### config.mk
export PLATFORM = sky130hd
export DESIGN_NAME = quiz_round_controller
export DESIGN_NICKNAME = d
export VERILOG_FILES = /design/src/rtl/quiz_pkg.sv /design/src/rtl/tick_prescaler.sv /design/src/rtl/quiz_round_controller.sv
export SDC_FILE = /design/constraint.sdc
export NUM_CORES = 1
export LEC_CHECK = 0
export BUFFER_PORTS_ARGS = -buffer_cell sky130_fd_sc_hd__buf_2
export CAP_MARGIN = 15
export CORE_UTILIZATION = 60
export CTS_CLUSTER_SIZE = 16
export DETAILED_ROUTE_END_ITERATION = 10
export PLACE_DENSITY = 0.8
export SLEW_MARGIN = 30
export SYNTH_ARGS = -nofsm -noshare
export SYNTH_HDL_FRONTEND = slang
export SYNTH_SLANG_ARGS = --single-unit
export TNS_END_PERCENT = 50
### constraint.sdc
create_clock -name basys3_clk -period 2.54 [get_ports basys3_clk]
set_clock_uncertainty 0.05 [all_clocks]
set_input_delay 0.508 -clock basys3_clk [delete_from_list [all_inputs] [get_ports basys3_clk]]
set_output_delay 0.508 -clock basys3_clk [all_outputs]
set_load 0.01 [all_outputs]
### src/rtl/quiz_pkg.sv
// Shared state encoding, winner codes and a saturating score helper for the
// quiz round controller.
package quiz_pkg;

  typedef enum logic [2:0] {
    ST_IDLE   = 3'd0,
    ST_ARM    = 3'd1,
    ST_PLAY   = 3'd2,
    ST_RESULT = 3'd3,
    ST_DONE   = 3'd4
  } state_e;

  localparam logic [1:0] WIN_NONE = 2'd0;
  localparam logic [1:0] WIN_P1   = 2'd1;
  localparam logic [1:0] WIN_P2   = 2'd2;
  localparam logic [1:0] WIN_DRAW = 2'd3;

  // Scores stick at 15 rather than wrapping back to zero.
  function automatic logic [3:0] sat_inc4(input logic [3:0] v);
    return (v == 4'hF) ? v : v + 4'd1;
  endfunction

endpackage

### src/rtl/tick_prescaler.sv
// Free-running divider producing a one-cycle tick every TICK_DIV clocks.
// A clear restarts the count so the first tick lands TICK_DIV cycles later.
module tick_prescaler #(
  parameter int unsigned TICK_DIV = 100_000_000
) (
  input  logic clk_i,
  input  logic rst_ni,
  input  logic clr_i,
  output logic tick_o
);

  localparam int unsigned PW = (TICK_DIV > 1) ? $clog2(TICK_DIV) : 1;

  logic [PW-1:0] count_q;

  assign tick_o = (count_q == PW'(TICK_DIV - 1));

  // Count 0..TICK_DIV-1, wrapping on the tick, restarting on clear.
  always_ff @(posedge clk_i or negedge rst_ni) begin
    if (!rst_ni) begin
      count_q <= '0;
    end else if (clr_i || tick_o) begin
      count_q <= '0;
    end else begin
      count_q <= count_q + 1'b1;
    end
  end

endmodule

### src/rtl/quiz_round_controller.sv
// Sequences two-player quiz rounds: arms the RNG and holds quiz_reset, runs the
// countdown, arbitrates the first correct answer, keeps score and ends the game.
module quiz_round_controller
  import quiz_pkg::*;
#(
  parameter int unsigned TICK_DIV     = 100_000_000,
  parameter int unsigned ROUND_TIME   = 10,
  parameter int unsigned RESULT_TICKS = 3,
  parameter int unsigned ROUNDS       = 9,
  parameter int unsigned WIN_SCORE    = 5,
  parameter int unsigned CLR_CYCLES   = 8,
  parameter int unsigned GUARD        = 4
) (
  input  logic       basys3_clk,
  input  logic       rst_n,
  input  logic       start,
  input  logic       abort,
  input  logic       correct_p1,
  input  logic       correct_p2,
  output logic       quiz_reset,
  output logic       rng_trigger,
  output logic [3:0] time_left,
  output logic [3:0] score_p1,
  output logic [3:0] score_p2,
  output logic [3:0] round_cnt,
  output logic [1:0] winner,
  output logic [2:0] state,
  output logic       game_over
);

  // One shared cycle/tick counter serves ARM length, PLAY guard and RESULT hold.
  localparam int unsigned CMAX01 = (CLR_CYCLES > GUARD) ? CLR_CYCLES : GUARD;
  localparam int unsigned CMAX   = (CMAX01 > RESULT_TICKS) ? CMAX01 : RESULT_TICKS;
  localparam int unsigned CW     = $clog2(CMAX + 1);

  state_e        state_q, state_d;
  logic [3:0]    score_p1_q, score_p1_d;
  logic [3:0]    score_p2_q, score_p2_d;
  logic [3:0]    round_q, round_d;
  logic [3:0]    time_q, time_d;
  logic [1:0]    winner_q, winner_d;
  logic          rng_q, rng_d;
  logic          tie_q, tie_d;
  logic [CW-1:0] cnt_q, cnt_d;

  logic p1_meta_q, p1_sync_q;
  logic p2_meta_q, p2_sync_q;
  logic start_meta_q, start_sync_q, start_prev_q;

  logic start_edge;
  logic guard_open;
  logic any_ok;
  logic pre_clr;
  logic tick;

  tick_prescaler #(
    .TICK_DIV (TICK_DIV)
  ) u_prescaler (
    .clk_i  (basys3_clk),
    .rst_ni (rst_n),
    .clr_i  (pre_clr),
    .tick_o (tick)
  );

  assign start_edge = start_sync_q & ~start_prev_q;
  assign guard_open = (cnt_q >= CW'(GUARD));
  assign any_ok     = guard_open & (p1_sync_q | p2_sync_q);

  // Bring the 25 MHz flags and the start level into this domain, keep start history.
  always_ff @(posedge basys3_clk or negedge rst_n) begin
    if (!rst_n) begin
      p1_meta_q    <= 1'b0;
      p1_sync_q    <= 1'b0;
      p2_meta_q    <= 1'b0;
      p2_sync_q    <= 1'b0;
      start_meta_q <= 1'b0;
      start_sync_q <= 1'b0;
      start_prev_q <= 1'b0;
    end else begin
      p1_meta_q    <= correct_p1;
      p1_sync_q    <= p1_meta_q;
      p2_meta_q    <= correct_p2;
      p2_sync_q    <= p2_meta_q;
      start_meta_q <= start;
      start_sync_q <= start_meta_q;
      start_prev_q <= start_sync_q;
    end
  end

  // Game state registers; tie priority survives abort and is cleared only by rst_n.
  always_ff @(posedge basys3_clk or negedge rst_n) begin
    if (!rst_n) begin
      state_q    <= ST_IDLE;
      score_p1_q <= '0;
      score_p2_q <= '0;
      round_q    <= '0;
      time_q     <= '0;
      winner_q   <= WIN_NONE;
      rng_q      <= 1'b0;
      tie_q      <= 1'b0;
      cnt_q      <= '0;
    end else begin
      state_q    <= state_d;
      score_p1_q <= score_p1_d;
      score_p2_q <= score_p2_d;
      round_q    <= round_d;
      time_q     <= time_d;
      winner_q   <= winner_d;
      rng_q      <= rng_d;
      tie_q      <= tie_d;
      cnt_q      <= cnt_d;
    end
  end

  // Next-state logic: abort overrides everything, otherwise walk the round sequence.
  always_comb begin
    state_d    = state_q;
    score_p1_d = score_p1_q;
    score_p2_d = score_p2_q;
    round_d    = round_q;
    time_d     = time_q;
    winner_d   = winner_q;
    rng_d      = rng_q;
    tie_d      = tie_q;
    cnt_d      = cnt_q;
    pre_clr    = 1'b0;

    if (abort) begin
      state_d    = ST_IDLE;
      score_p1_d = '0;
      score_p2_d = '0;
      round_d    = '0;
      time_d     = '0;
      winner_d   = WIN_NONE;
      rng_d      = 1'b0;
      cnt_d      = '0;
      pre_clr    = 1'b1;
    end else begin
      case (state_q)
        ST_IDLE, ST_DONE: begin
          if (start_edge) begin
            state_d    = ST_ARM;
            score_p1_d = '0;
            score_p2_d = '0;
            round_d    = 4'd1;
            winner_d   = WIN_NONE;
            rng_d      = ~rng_q;
            cnt_d      = '0;
          end
        end

        ST_ARM: begin
          if (cnt_q == CW'(CLR_CYCLES - 1)) begin
            state_d = ST_PLAY;
            time_d  = 4'(ROUND_TIME);
            cnt_d   = '0;
            pre_clr = 1'b1;
          end else begin
            cnt_d = cnt_q + 1'b1;
          end
        end

        ST_PLAY: begin
          if (!guard_open) begin
            cnt_d = cnt_q + 1'b1;
          end
          if (any_ok) begin
            state_d = ST_RESULT;
            cnt_d   = '0;
            pre_clr = 1'b1;
            if (p1_sync_q && p2_sync_q) begin
              winner_d = tie_q ? WIN_P2 : WIN_P1;
              tie_d    = ~tie_q;
              if (tie_q) begin
                score_p2_d = sat_inc4(score_p2_q);
              end else begin
                score_p1_d = sat_inc4(score_p1_q);
              end
            end else if (p1_sync_q) begin
              winner_d   = WIN_P1;
              score_p1_d = sat_inc4(score_p1_q);
            end else begin
              winner_d   = WIN_P2;
              score_p2_d = sat_inc4(score_p2_q);
            end
          end else if (tick) begin
            if (time_q == 4'd1) begin
              state_d  = ST_RESULT;
              time_d   = 4'd0;
              winner_d = WIN_NONE;
              cnt_d    = '0;
              pre_clr  = 1'b1;
            end else begin
              time_d = time_q - 4'd1;
            end
          end
        end

        ST_RESULT: begin
          if (tick) begin
            if (cnt_q == CW'(RESULT_TICKS - 1)) begin
              cnt_d = '0;
              if ((score_p1_q == 4'(WIN_SCORE)) || (score_p2_q == 4'(WIN_SCORE)) ||
                  (round_q == 4'(ROUNDS))) begin
                state_d = ST_DONE;
                if (score_p1_q > score_p2_q) begin
                  winner_d = WIN_P1;
                end else if (score_p2_q > score_p1_q) begin
                  winner_d = WIN_P2;
                end else begin
                  winner_d = WIN_DRAW;
                end
              end else begin
                state_d = ST_ARM;
                round_d = round_q + 4'd1;
                rng_d   = ~rng_q;
              end
            end else begin
              cnt_d = cnt_q + 1'b1;
            end
          end
        end

        default: begin
          state_d = ST_IDLE;
        end
      endcase
    end
  end

  assign quiz_reset  = (state_q != ST_PLAY);
  assign game_over   = (state_q == ST_DONE);
  assign state       = state_q;
  assign rng_trigger = rng_q;
  assign time_left   = time_q;
  assign score_p1    = score_p1_q;
  assign score_p2    = score_p2_q;
  assign round_cnt   = round_q;
  assign winner      = winner_q;

endmodule

# Yosys cells after proc, flatten, opt, wreduce, memory -nomap -nowiden
# Index checks and enable logic that the tools add are counted.
# word_totals
in_bits	6
ff_bits	61
elab_cells	154
# op_classes
eq_ne	29
muxes	73
magnitude_cmp	3
bitwise_logic	7
n_reduce_logical	19
addsub	6
# op_table
op	n
$mux W4	31
$pmux W4 S2	4
$add A27 B1 Y27 const B	1
$eq A27 B27 Y1 const B	1
$mux W27	1
$mux W3	9
$mux W2	12
$ne A3 B3 Y1 const B	7
$ne A4 B4 Y1 const B	5
$add A4 B1 Y4 const B	4
$pmux W4 S4	1
$reduce_and A5 Y1	3
$eq A4 B3 Y1 const B	3
$eq A4 B4 Y1 const B	3
$pmux W3 S4	1
$mux W1	11
$ne A3 B2 Y1 const B	3
$reduce_bool A3 Y1	3
$gt A4 B4 Y1	2
$reduce_and A4 Y1	2
$reduce_and A7 Y1	1
$eq A3 B2 Y1 const B	2
$pmux W2 S3	1
$reduce_and A6 Y1	1
18 further kinds	25

# Longest topological paths before layout
# depth
ltp_word	8
ltp_mapped	7
depth_no_buf	7

# Hierarchy
# From an unflattened synthesis, not the netlist that was laid out.
# unflattened
cells_unflattened	376
area_unflattened_um2	3572.2
# by_module_without_submodules
mod	area_per_inst_um2	cells_each	instances
quiz_round_controller	2130.8	227	1
tick_prescaler	1441.4	149	1

# Worst setup path before layout
# Ideal clock, no wire load.
# synth_path
kind	register to register
start	reg u_prescaler.count_q[12]
end	reg round_q[0] (netlist: round_cnt[0])
setup_time_ns	0.125
arrival_time_ns	2.077
period_less_slack_ns	2.252
stages_incl_launch_ff	6
slack_ns	0.288
path_cell_list	dfrtp_1 > or4_4 > nor4_4 > a21oi_2 > nor3b_2 > mux2_2
# synth_between
elab_chain_len	3
# synth_rtl
element	line	rtl
from (decl)	tick_prescaler.sv:14	logic [PW-1:0] count_q;
from (signal assigned)	tick_prescaler.sv:25	count_q <= count_q + 1'b1;
$eq A27 B27 Y1	tick_prescaler.sv:16	assign tick_o = (count_q == PW'(TICK_DIV - 1));
$ne A3 B2 Y1 (no line)	--	
$reduce_and A5 Y1 (no line)	--	
to (signal assigned)	quiz_round_controller.sv:106	round_q <= round_d;
to (decl)	quiz_round_controller.sv:39	logic [3:0] round_q, round_d;
# No other way between the ends.
# A chain may end at the register's enable or synchronous reset.

# Worst setup path after layout
# layout_path
start	reg score_p2_q[0] (netlist: score_p2[0])
end	reg round_q[0] (netlist: round_cnt[0])
# layout_between
elab_chain_len	5
# layout_rtl
element	line	rtl
from (decl)	quiz_round_controller.sv:38	logic [3:0] score_p2_q, score_p2_d;
from (signal assigned)	quiz_round_controller.sv:105	score_p2_q <= score_p2_d;
$eq A4 B3 Y1	quiz_round_controller.sv:203	if ((score_p1_q == 4'(WIN_SCORE)) || (score_p2_q == 4'(WIN_SCORE)) ||
$logic_or A1 B1 Y1 (2 in series)	quiz_round_controller.sv:203	
$ne A3 B3 Y1 (no line)	--	
$reduce_and A5 Y1 (no line)	--	
# No other way between the ends.

==> metrics.md <==
| Metric | Value |
|---|---|
| R2r endpoint | `round_cnt[0]` |
| WP buf/inv | `0` |
| Overall Global Routing Usage | `29.1%` |
| Ys flop type | `dfrtp_1` |
| CTS tree | `done` |
| Synth top area cells | `dfrtp_1, nor2_1, ha_1` |
| Share of the synthesized area in the top cell type | `between 40% and 50%` |
| Die area | `0.00630 mm^2` |
| Core Box Area | `0.00564 mm^2` |
| #FFs+latches synth | `61` |
| Most frequent cells in the layout | `dfrtp_1, nor2_1, buf_2` |
| Slew @ Worst Pin | `0.667 ns` |
| DRC errors left | `0` |
| Crit path largest cell delay | `0.47 ns` |
| H-Tree Depth | `3` |
| Layout cells sized above 1 | `18.9%` |
| CTS Hold Bufs | `0` |
| Port Buffers | `29` |
| Final setup fails | `0` |
| Highest-delay cell along the critical path | `dfrtp_1` |
| Ys async rst share | `100%` |
| Root Driver | `clkbuf_8` |
| Net Sw Power | `670 uW` |
| CP required | `2.72 ns` |
| Cells after Synth | `387` |
| Final worst path period share | `between 90% and 100%` |
| Combinational Power Share | `between 10% and 20%` |
| Wirelength per Cell | `approximately 16 um` |
| Int Power | `approximately 1700 uW` |
| First-pass GRT wire length | `14.0 mm` |
| Ys Warns | `0` |
| Filler instances | `between 400 and 500` |
| Worst reg2reg path startpoint | `score_p2[0]` |
| Syn nets | `about 410` |
| Die span in x | `about 79 um` |
| Setup_tns | `0 ns` |
| Vias in the first global route | `a little over 3000` |
| Ports | `30` |
| Initial DRC count | `393` |
| Leakage | `0.00185 uW` |
| Flop pwr share | `45.1%` |
| Crit path launch | `score_p2[0]` |
| Postcts setup bufs | `0` |
| Kind of critical path | `reg -> reg` |
| Clk_lat worst skew | `0.35 ns` |
| Final WL | `about 8.3 mm` |
| Setup repair after global routing missed its margin | `false` |
| Yosys cell types | `64` |
| Num CTS Buffers | `9` |
| Clock power share | `between 30% and 40%` |
| Startpoint types | `register` |
| PD cells | `564 mW/mm^2` |
| Cell Chain, Critical Path | `ha_1 -> and3b_1 -> nor3_1 -> a21oi_1 -> nor3b_2 -> mux2_2` |
| Cell row count | `27` |
| FF-to-FF setup slack | `between 0.15 and 0.2 ns` |
| Post-route ant nets | `0` |
| Area leader, netlist | `dfrtp_1` |
| Nets | `450` |
| Top delay family on crit path | `simple AND/OR/NAND/NOR gates` |
| Synth Cell Area | `0.00359 mm^2` |
| Vias per cell | `around 6.2` |
| Worst path depth | `6` |
| Clock Sink Count | `61` |
| Initial DRT Pass Iterations | `5` |
| Relative max-transition margin | `55.1%` |
| Core Util, Final | `between 70 and 80%` |
| Hold slack final | `0.0978 ns` |
| Sequential-to-total area share from yosys stat | `between 40% and 50%` |
| Crit path DAT | `2.54 ns` |
| Largest net degree at the start of global routing | `62` |
| Initial Util | `63.6%` |
| DP Wirelength | `5.66 mm` |
| HP Class | `in -> async` |
| R2R cell count | `6` |
| Critical Path Fanout Max | `7` |
| Final hold vios | `0` |
| EDFF count, synth | `0` |
| Switching share of total power | `28.9%` |
| CP Capture Type | `register` |
| Die H | `79.4 um` |
| Clock tree buffer depth | `2` |
| Most common cell after layout, fill and taps aside | `dfrtp_1` |
| Critical Path Sink | `round_cnt[0]` |
| RD Place Congestion | `0.877` |
| Syn_area_per_cell | `around 9.3 um^2` |
| Max VDD drop | `0.000513 V` |
| Max-cap violations | `0` |
| Area Overhead vs Synth | `14.7%` |
| Via count | `3114` |
| Antenna Cells | `0` |
| Post-CTS Resized | `0` |
| Antenna violations before repair | `0` |
| Max frequency | `423 MHz` |
| Status | `finished clean` |
| Fin. max-slew vios | `0` |
| Minimum clock period | `between 2 and 2.5 ns` |
| Clock-pin slew on the worst setup and hold paths | `0.08 ns` |
| GRT Residual Overflow | `0` |
## Yosys cell counts, types with 8 or more instances
library cell	n
nand2_1	22
inv_1	19
clkbuf_1	11
xnor2_1	15
nand3_1	15
nor2_1	56
a21oi_1	19
a31oi_1	8
dfrtp_1	61
ha_1	15
xor2_1	12
nor3_1	14
nand4_1	12
## worst min path at each step
stage / to / cells past startpoint / start
6_report: cnt_q[1] / 2 / rst_n
5_1_grt: cnt_q[1] / 2 / rst_n
4_1_cts: state[1] / 2 / rst_n
3_5_place_dp: start_sync_q / 0 / start_meta_q
3_3_place_gp: start_sync_q / 0 / start_meta_q
2_1_floorplan: cnt_q[0] / 0 / rst_n
## per-stage QoR
| stage | instance area, um^2 | std cells | setup slack [ns] | power (uW) |
|---|---|---|---|---|
| 6_report | 4120 | 506 | 0.178 | 2320 |
| 5_1_grt | 4120 | 506 | 0.0662 | 2420 |
| 4_1_cts | 4120 | 506 | 0.187 | 2320 |
| 3_5_place_dp | 3920 | 490 | 0.264 | 1460 |
| 3_3_place_gp | 3920 | 490 | 0.317 | 1450 |
| 2_1_floorplan | 3590 | 387 | 0.288 | 1310 |
## power groups by stage
stage / registers (uW) / logic [uW] / clock network [uW]
4_1_cts: 1050 / 396 / 877
3_3_place_gp: 1060 / 389 / 0
5_1_grt: 1050 / 444 / 925
3_5_place_dp: 1060 / 393 / 0
6_report: 1050 / 400 / 876
2_1_floorplan: 1070 / 241 / 0
## cell type report
class                           count  area [um^2]  share of cell area (%)
Clock buffer                       10          138                    3.34
Tap cell                           72         90.1                    2.19
Multi-Input combinational cell    292         1930                    46.9
Sequential cell                    61         1530                    37.1
Inverter                           19         71.3                    1.73
Timing Repair Buffer               46          298                    7.23
Clock inverter                      6         62.6                    1.52
## sequential cells by signal (all words and copies together) (netlist names), 2 cells and up
register             cells
score_p1                 4
round_cnt                4
cnt_q                    4
winner                   2
score_p2                 4
state                    3
time_left                4
u_prescaler.count_q     27
## worst reg2reg max path, cell delays in order (launching register included)
cell	delay [ns]
dfrtp_1	0.47
ha_1	0.24
and3b_1	0.20
nor3_1	0.36
a21oi_1	0.22
nor3b_2	0.33
mux2_2	0.38
## routing by layer
| metal | global-route usage [%] | share of wire, % |
|---|---|---|
| met5 | 0 | 0 |
| met4 | 14.2 | 2.2 |
| met3 | 5.17 | 5.2 |
| met2 | 46.0 | 48 |
| met1 | 38.6 | 44 |
## kinds of logic (layout without fill, tap and decap cells)
| kind of cell | after synthesis | in the layout | share of synthesized area, % |
|---|---|---|---|
| and+or+nand+nor | 164 | 164 | 24.4 |
| buffers and inverters | 34 | 81 | 3.66 |
| DFF | 61 | 61 | 42.5 |
| muxes | 9 | 9 | 2.75 |
| xor gates and xnor gates | 27 | 27 | 6.59 |
| adders and majority gates | 15 | 15 | 5.23 |
| AOI/OAI and AO/OA | 77 | 77 | 14.9 |
Note: power is estimated with default switching activity, not from simulation.
